==> src/rtl/sys_os_pkg.sv <==
// Shared types and width helpers for the output-stationary drain collector.
package sys_os_pkg;

    typedef enum logic {COLLECT, STREAM} drain_state_t;

    localparam int DEF_D_W = 8;
    localparam int DEF_N   = 3;

    function automatic int res_w(input int d_w);
        return 2 * d_w;
    endfunction

    // Index width is kept at least 1 so a 1x1 array still has addressable ports.
    function automatic int idx_w(input int n);
        return (n > 1) ? $clog2(n) : 1;
    endfunction

    function automatic int cnt_w(input int n);
        return $clog2(n + 1);
    endfunction

    localparam int RES_W = res_w(DEF_D_W);
    localparam int IDX_W = idx_w(DEF_N);
    localparam int CNT_W = cnt_w(DEF_N);

endpackage

==> src/rtl/drain_row_capture.sv <==
// One row of the tile buffer: counts drained values and stores them at
// reversed column positions, since the array drains col N-1 first.
module drain_row_capture
    import sys_os_pkg::*;
#(
    parameter int D_W = DEF_D_W,
    parameter int N   = DEF_N
) (
    input  logic                    clk,
    input  logic                    rst,
    input  logic                    collect,
    input  logic                    clear,
    input  logic                    valid,
    input  logic [res_w(D_W)-1:0]   data,
    input  logic [idx_w(N)-1:0]     rd_col,
    output logic [res_w(D_W)-1:0]   rd_data,
    output logic                    row_full,
    output logic                    row_overflow
);

    localparam int RW = res_w(D_W);
    localparam int IW = idx_w(N);
    localparam int CW = cnt_w(N);
    localparam logic [CW-1:0] CNT_MAX = CW'(N);

    logic [CW-1:0] cnt;
    logic [RW-1:0] row_buf [N];
    logic [IW-1:0] wr_idx;
    logic          capture;

    assign capture      = collect && valid && (cnt != CNT_MAX);
    assign wr_idx       = IW'(N - 1 - int'(cnt));
    assign row_overflow = valid && !capture;
    // Full includes a capture of the final value in this same cycle.
    assign row_full     = (cnt == CNT_MAX) || (capture && (cnt == CNT_MAX - CW'(1)));
    assign rd_data      = row_buf[rd_col];

    always_ff @(posedge clk or posedge rst) begin
        if (rst) begin
            cnt <= '0;
        end else if (clear) begin
            cnt <= '0;
        end else if (capture) begin
            cnt <= cnt + CW'(1);
        end
    end

    always_ff @(posedge clk) begin
        if (capture) begin
            row_buf[wr_idx] <= data;
        end
    end

endmodule

==> src/rtl/os_drain_collector.sv <==
// Collects one N x N result tile from the array's per-row drain and streams it
// out row-major over valid/ready.
//
//  state   | meaning
//  --------+-------------------------------------------------------------
//  COLLECT | rows capture drained values; waits until every row holds N
//  STREAM  | buffer read out row-major; new drain values are overflow
module os_drain_collector
    import sys_os_pkg::*;
#(
    parameter int D_W = DEF_D_W,
    parameter int N   = DEF_N
) (
    input  logic                            clk,
    input  logic                            rst,
    input  logic [N-1:0][res_w(D_W)-1:0]    m2,
    input  logic [N-1:0]                    valid_m2,
    output logic [res_w(D_W)-1:0]           out_data,
    output logic [idx_w(N)-1:0]             out_row,
    output logic [idx_w(N)-1:0]             out_col,
    output logic                            out_valid,
    input  logic                            out_ready,
    output logic                            out_last,
    output logic                            tile_done,
    output logic                            busy,
    output logic                            overflow
);

    localparam int RW = res_w(D_W);
    localparam int IW = idx_w(N);
    localparam logic [IW-1:0] IDX_MAX = IW'(N - 1);

    drain_state_t  state;
    logic [IW-1:0] rp;
    logic [IW-1:0] cp;
    logic [IW-1:0] rp_nxt;
    logic [IW-1:0] cp_nxt;
    logic          cp_wrap;
    logic          hs;
    logic          last_hs;
    logic [N-1:0]  row_full;
    logic [N-1:0]  row_ovf;
    logic [RW-1:0] row_rd [N];

    assign hs        = out_valid && out_ready;
    assign last_hs   = hs && out_last;
    assign tile_done = last_hs;

    assign cp_wrap = (cp == IDX_MAX);
    assign cp_nxt  = cp_wrap ? '0 : cp + IW'(1);
    assign rp_nxt  = cp_wrap ? rp + IW'(1) : rp;

    for (genvar g = 0; g < N; g++) begin : g_row
        drain_row_capture #(
            .D_W (D_W),
            .N   (N)
        ) u_row (
            .clk          (clk),
            .rst          (rst),
            .collect      (state == COLLECT),
            .clear        (last_hs),
            .valid        (valid_m2[g]),
            .data         (m2[g]),
            .rd_col       (cp),
            .rd_data      (row_rd[g]),
            .row_full     (row_full[g]),
            .row_overflow (row_ovf[g])
        );
    end

    assign out_data = row_rd[rp];
    assign out_row  = rp;
    assign out_col  = cp;

    always_ff @(posedge clk or posedge rst) begin
        if (rst) begin
            state     <= COLLECT;
            rp        <= '0;
            cp        <= '0;
            out_valid <= 1'b0;
            out_last  <= 1'b0;
            busy      <= 1'b0;
            overflow  <= 1'b0;
        end else begin
            if (|row_ovf) begin
                overflow <= 1'b1;
            end
            case (state)
                COLLECT: begin
                    if (&row_full) begin
                        state     <= STREAM;
                        rp        <= '0;
                        cp        <= '0;
                        out_valid <= 1'b1;
                        busy      <= 1'b1;
                        out_last  <= (N == 1);
                    end
                end
                STREAM: begin
                    if (last_hs) begin
                        state     <= COLLECT;
                        rp        <= '0;
                        cp        <= '0;
                        out_valid <= 1'b0;
                        busy      <= 1'b0;
                        out_last  <= 1'b0;
                    end else if (hs) begin
                        rp       <= rp_nxt;
                        cp       <= cp_nxt;
                        out_last <= (rp_nxt == IDX_MAX) && (cp_nxt == IDX_MAX);
                    end
                end
                default: state <= COLLECT;
            endcase
        end
    end

endmodule

==> config.mk <==
export PLATFORM = sky130hd
export DESIGN_NAME = os_drain_collector
export DESIGN_NICKNAME = d
export VERILOG_FILES = /design/src/rtl/sys_os_pkg.sv /design/src/rtl/drain_row_capture.sv /design/src/rtl/os_drain_collector.sv
export SDC_FILE = /design/constraint.sdc
export NUM_CORES = 1
export LEC_CHECK = 0
export CORE_UTILIZATION = 49
export DETAILED_ROUTE_END_ITERATION = 8
export HOLD_SLACK_MARGIN = 0.02
export PLACE_DENSITY = 0.73
export SLEW_MARGIN = 20
export SYNTH_ARGS = -nofsm -noshare
export SYNTH_HDL_FRONTEND = slang
export SYNTH_SLANG_ARGS = --single-unit
==> constraint.sdc <==
create_clock -name clk -period 2.4 [get_ports clk]
set_input_delay 0.48 -clock clk [delete_from_list [all_inputs] [get_ports clk]]
set_output_delay 0.48 -clock clk [all_outputs]
set_load 0.02 [all_outputs]
==> summary.txt, run 1 <==
Run status
  – Outcome: finished with violations
  – Violations in the final reports: negative setup slack

Route
  – DRC Markers: 0
  – Drt initial violations: between 300 and 400
  – Post-route antenna net violation count: 0
  – Drt total wl: 13.2 mm
  – Vias per std cell: 5.33
  – Post-DR wirelength/cell: around 19 um
  – Via count: ~3,700
  – Initial DRT Pass Iterations: 4

Floorplan
  – Die ar.: approximately 14,000 um2
  – Die span in y: approximately 120 um
  – Cell Rows: 42
  – Initial Util: 0.502
  – Core area: 13,200 um2
  – Chip width: between 100 and 150 um
  – Num ports: a little under 80

Critical path
  – Setup CP Type: register to output pin
  – Worst setup EP type: output pin
  – Critical Path Source Type: register
  – Crit-path max FO: 8
  – WP data arrival: 2.33 ns
  – R2R Setup Slk: about 0.51 ns
  – CP required: roughly 1.9 ns

Global route
  – Largest net degree at the start of global routing: 34
  – Vias in the first global route: 3,698
  – Initial antenna violation count: 0
  – Total track usage: 0.204
  – First-pass GRT wire length: a little over 20 mm
  – Grt total ovfl: 0

Synthesis
  – Seq/Total Area, Yosys: 0.703
  – Synth Flop Type: edfxtp_1
  – Mapped Cells: 386
  – Syn_nets: ~450
  – Area contributors post-synth: edfxtp_1 (65%), mux4_2 (5.4%), dfrtp_1 (5.3%)
  – Synth Register Bits: ~160
  – Asr flop ratio synth: 0.0886
  – Area leader, netlist: edfxtp_1
  – Post-synth top cells: edfxtp_1 (144), nor2_1 (26), a21oi_1 (21)
  – Number of synthesized flops with an enable pin: 144
  – Yosys top cell area share: 0.650
  – Netlist cell types: 39
  – Synthesis Warnings: 0
  – Avg Inst Size Synth: between 15 and 20 um2
  – Most numerous cell in the Yosys netlist: edfxtp_1
  – Post-Syn Area: roughly 6600 um2

STA
  – Final Cycle Share: 1.17
  – Worst setup slack after layout: -0.405 ns
  – Worst-margin pin slew: 0.624 ns
  – Final number of hold-violating endpoints: 0
  – RSZ-0062 raised after global routing: true
  – Clock skew: approximately 0.0094 ns
  – Max-slew headroom: 0.583
  – Pins over their slew limit: 0
  – Clock period minus worst slack: between 2 and 3 ns
  – Max Clock Freq: between 300 and 400 MHz
  – Final setup violation count: 16
  – Worst hold slack: approximately 0.45 ns

CTS
  – H-tree Lvls: 4
  – Hold buffer count at cts: 0
  – Clk buf depth: 2
  – Clk Latency, worst-skew pair: between 0.4 and 0.5 ns
  – CTS tree: done
  – Clk root buf: clkbuf_16
  – CTS sink cnt: 158
  – CTS clk-pin slew, worst paths: roughly 0.06 ns
  – CTS Buf Count: 17

Layout
  – Reg area: ~4700 um2
  – Fin util: 0.650
  – Diodes inserted: 0
  – Area growth syn-to-layout: 29.5%
  – Ratio of cells with drive above 1 in the final layout: 0.261
  – Multi-input logic area: ~1900 um2
  – Fillers: 924
  – Final #Nets: around 560
  – Post-route design area: between 8000 and 9000 um2

Power
  – Final Power: approximately 11 mW
  – Worst vdd ir: between 0.0006 and 0.0007 V
  – LEAKAGE: roughly 3.2 nW
  – PD cells: approximately 1300 nW/um2

Place
  – DP HPWL: 8.51 mm
  – Dpl ws: -0.245 ns
  – Final Wtd Congestion: 0.743
  – PortBufs: between 70 and 80
  – Area after DPL: ~7900 um2

Job
  – MaxCap Viol Count: 0

Worst hold path
  – Worst hold-check path type: primary input to async pin
## critical path, cell delays in order (launching register included)
cell	delay, ns
dfrtp_2	0.50
buf_12	0.18
buf_12	0.12
mux2_4	0.28
mux4_2	0.51
nand2b_1	0.11
o21ai_2	0.07
buf_6	0.13
## registers in the layout, indices dropped and copies added (netlist names)
| register | count |
|---|---|
| overflow | 1 |
| state | 1 |
| g_row.u_row.cnt | 6 |
| busy | 1 |
| out_row | 2 |
| out_col | 2 |
| out_last | 1 |
| g_row.u_row.row_buf | 144 |
## placed cells by master, fill, tap and decap left out, types with 4 or more instances in the layout
master / synthesis / layout
and2_1: 9 / 9
nor2_1: 26 / 26
o21ai_1: 17 / 15
buf_2: 5 / 5
clkdlybuf4s50_1: 0 / 61
buf_12: 0 / 17
clkinv_2: 0 / 4
buf_6: 4 / 8
dfrtp_1: 14 / 13
ha_1: 12 / 12
edfxtp_1: 144 / 144
mux2i_1: 17 / 17
a21oi_1: 21 / 21
mux4_2: 16 / 16
inv_1: 8 / 8
mux2_1: 12 / 7
clkbuf_16: 0 / 17
buf_4: 2 / 19
mux2_4: 16 / 25
nand2b_1: 17 / 17
## layer usage
| layer | vias up | track usage | routed length, um |
|---|---|---|---|
| met1 | 1828 | 0.278 | 5870 |
| met4 | 0 | 0.0625 | 137 |
| met5 | - | 0 | 0 |
| met3 | 10 | 0.0458 | 697 |
| li1 | 1703 | - | - |
| met2 | 112 | 0.328 | 6490 |
## path summary, 6_finish.rpt
check                                                  startpoint                     end  depth (start not counted)
worst min register to register               overflow$_DFFE_PP0P_    overflow$_DFFE_PP0P_                          1
worst max register to register  g_row[0].u_row.cnt[0]$_DFFE_PP0P_  out_col[0]$_DFFE_PP0P_                          6
max in group asynchronous                                     rst  out_col[0]$_DFFE_PP0P_                          2
min in group clk                             overflow$_DFFE_PP0P_    overflow$_DFFE_PP0P_                          1
worst min-delay path                                          rst    overflow$_DFFE_PP0P_                          2
worst max-delay path                       out_col[0]$_DFFE_PP0P_             out_data[8]                          7
## what timing repair did
action                     4_1_cts  5_1_grt
buffers inserted                 6        6
setup endpoints to repair       17       18
gates resized for setup         72       29
cloned                           3        0
## metrics by stage
| stage | TNS (ns) | instances |
|---|---|---|
| 3_5_place_dp | -3.39 | 642 |
| 6_report | -5.42 | 686 |
| 5_1_grt | -6.51 | 686 |
| 4_1_cts | -6.25 | 683 |
| 3_3_place_gp | -2.91 | 642 |
| 2_1_floorplan | 0 | 386 |
## report_power, final
part           total, mW  internal [mW]  switching, mW
Combinational       4.35           2.16           2.19
Clock               2.68           1.63           1.05
Sequential          3.78           3.54          0.246
Total               10.8           7.33           3.48
## cell families after synthesis
| family | after synthesis | share of synthesized area |
|---|---|---|
| xor gates and xnor gates | 3 | 0.00395 |
| DFF | 158 | 0.703 |
| AOI/OAI and AO/OA | 47 | 0.0408 |
| adders and majority gates | 12 | 0.0226 |
| and+or+nand+nor | 69 | 0.0597 |
| muxes | 67 | 0.146 |
| buffers and inverters | 30 | 0.0235 |
## area by class of cell
| class | instances | area share |
|---|---|---|
| flip-flops and latches | 158 | 0.543 |
| multi-input cells | 198 | 0.216 |
| repair buffers | 111 | 0.141 |
| clock buffers | 17 | 0.0494 |
| well taps | 176 | 0.0256 |
| clock inverters | 15 | 0.0195 |
| inverters | 11 | 0.00480 |
Power figures use the tool's default switching activity.
==> inputs of run 2 (changes only) <==
==> constraint.sdc (replaced) <==
create_clock -name clk -period 2.4 [get_ports clk]
set_input_delay 0.48 -clock clk [delete_from_list [all_inputs] [get_ports clk]]
set_output_delay 0.48 -clock clk [all_outputs]
set_load 0.1 [all_outputs]
==> summary.txt, run 2 (same netlist as run 1, synthesis figures left out) <==
CTS
  – CTS tree: done
  – CTS Buf Count: 17 (unchanged)
  – CTS sink cnt: 158 (unchanged)
  – Clk root buf: clkbuf_16
  – Clk Latency, worst-skew pair: 0.42 ns (about the same)
  – H-tree Lvls: 4 (unchanged)
  – Setup bufs post-CTS: 0 (-6)
  – Clk buf depth: 2 (unchanged)
  – CTS clk-pin slew, worst paths: 0.07 ns (about the same)
  – Hold buffer count at cts: 0 (unchanged)

Global route
  – Vias in the first global route: 3,705 (+0.19%)
  – Total track usage: 0.209 (+0.00594)
  – Grt total ovfl: 0 (unchanged)
  – First-pass GRT wire length: 21.3 mm (+2.5%)
  – Largest net degree at the start of global routing: 36 (+5.9%)
  – Initial antenna violation count: 1 (+1)

Critical path
  – Critical Path Source Type: register
  – Cells along the critical path: buf_12 > mux2_4 > mux4_2 > nand2b_1 > o21ai_4 > buf_12
  – CP required: 1.92 ns (about the same)
  – Crit-path max FO: 10 (+2)
  – WP data arrival: 2.32 ns (about the same)
  – Slowest stage delay, CP: 0.52 ns (about the same)
  – CP top delay family: multiplexers
  – Worst setup EP type: output pin
  – Slowest CP cell: dfrtp_4
  – Buf/Inv on CP: 2 (-1)
  – Setup CP Type: register to output pin
  – R2R Path Start: g_row[0].u_row.cnt[0]$_DFFE_PP0P_
  – Critical Path Start: out_col[0]$_DFFE_PP0P_
  – CP most frequent cell: buf_12

Route
  – Post-route antenna net violation count: 0 (unchanged)
  – Post-DR wirelength/cell: 20.1 um (+4.2%)
  – DRC Markers: 0 (unchanged)
  – Drt total wl: 13.5 mm (+2.2%)
  – Via count: 3,599 (-1.5%)
  – Drt initial violations: 319 (-3.0%)
  – Initial DRT Pass Iterations: 5 (+1)
  – Vias per std cell: 5.35 (+0.42%)

Place
  – Final Wtd Congestion: 0.758 (+2.1%)
  – Placed insts: 641 (-0.16%)
  – PortBufs: 78 (unchanged)
  – DP HPWL: 8.80 mm (+3.3%)

Worst hold path
  – Worst hold-check path type: primary input to async pin

Layout
  – Max reg flops: 144 (unchanged)
  – Diodes inserted: 0 (unchanged)
  – Biggest register: g_row.u_row.row_buf
  – Largest regs: g_row.u_row.row_buf x144, g_row.u_row.cnt x6
  – Ratio of cells with drive above 1 in the final layout: 0.310 (+0.0491)
  – Fillers: 890 (-3.7%)
  – Area growth syn-to-layout: 33.3%
  – Final non-filler cell total: 673 (-1.9%)
  – Most frequent cells in the layout: edfxtp_1 (144), clkdlybuf4s50_1 (53), buf_12 (30), nor2_1 (26), mux2_4 (23)
  – Commonest non-fill, non-tap cell in the layout: edfxtp_1
  – Final #Nets: 550 (-2.3%)

STA
  – Worst-margin pin slew: 0.599 ns (-0.0255 ns)
  – Clock skew: 0.00743 ns (-0.00197 ns)
  – Final Cycle Share: 1.17 (-0.00125)
  – Worst setup slack after layout: -0.402 ns (+0.00300 ns)
  – Max Clock Freq: 357 MHz (+0.11%)
  – Pins over their slew limit: 0 (unchanged)
  – Final setup violation count: 16 (unchanged)
  – Final number of hold-violating endpoints: 0 (unchanged)
  – Clock period minus worst slack: 2.80 ns (-0.00300 ns)
  – Max-slew headroom: 0.600 (+0.0170)
  – RSZ-0062 raised after global routing: true

Run status
  – Violations in the final reports: negative setup slack
  – Outcome: finished with violations

Floorplan
  – Num ports: 79 (unchanged)
  – Cell Rows: 42 (unchanged)
  – Chip width: 118 um (unchanged)
  – Die ar.: 14,000 um2 (unchanged)
  – Die span in y: 118 um (unchanged)
  – Initial Util: 0.502 (unchanged)
  – Core area: 13,200 um2 (unchanged)

Job
  – MaxCap Viol Count: 0 (unchanged)
## run 2: layout make-up
| class | count | area (um2) | area share |
|---|---|---|---|
| tap | 176 | 220 | 0.0249 |
| clock buffer | 17 | 425 | 0.0480 |
| inverter | 11 | 45.0 | 0.00508 |
| clock inverter | 15 | 181 | 0.0205 |
| sequential | 158 | 4680 | 0.529 |
| timing repair buffer | 98 | 1250 | 0.141 |
| multi-input combinational | 198 | 2060 | 0.232 |
## run 2: per-stage QoR
step / utilization / hold WS [ns] / TNS, ns / setup slack, ns / instance area [um2]
6_report: 0.669 / 0.426 / -6.13 / -0.402 / 8860
5_1_grt: 0.669 / 0.477 / -7.10 / -0.468 / 8860
4_1_cts: 0.669 / 0.437 / -6.48 / -0.429 / 8860
3_5_place_dp: 0.620 / 0.471 / 0 / 0.0163 / 8210
3_3_place_gp: 0.620 / 0.468 / 0 / 0.0132 / 8210
2_1_floorplan: - / 0.369 / -1.49 / -0.0973 / 6890
## run 2: what timing repair did
item                       in CTS  in global routing
pin swaps                       0                  0
setup endpoints to repair      16                 16
resized for setup               7                  0
## run 2: worst paths after layout
check / to / slack, ns / depth (start not counted)
max: out_data[6] / -0.40 / 6
min: g_row[0].u_row.cnt[1]$_DFFE_PP0P_ / 0.43 / 2
max reg2reg: out_col[0]$_DFFE_PP0P_ / 0.49 / 6
min reg2reg: overflow$_DFFE_PP0P_ / 0.49 / 1
max in group asynchronous: out_row[1]$_DFFE_PP0P_ / 1.52 / 2
min in group clk: overflow$_DFFE_PP0P_ / 0.49 / 1
## run 2: worst reg2reg max path: cells and delay by family, from the launching register on
family	cells	cell delay [ns]
AO/OA/AOI/OAI	1	0.42
adder cells (fa/ha/maj)	1	0.24
buffers and inverters	1	0.10
flip-flops	1	0.42
multiplexers	1	0.36
AND/OR/NAND/NOR	2	0.23
## run 2: layer usage
| metal | part of all wire | global-route usage |
|---|---|---|
| met5 | 0 | 0 |
| met4 | 0.014 | 0.0839 |
| met3 | 0.061 | 0.0483 |
| met2 | 0.48 | 0.324 |
| met1 | 0.44 | 0.289 |
Power of run 2 is not shown: default switching activity piles up to over one toggle a cycle in this logic, so the estimate is an artifact.
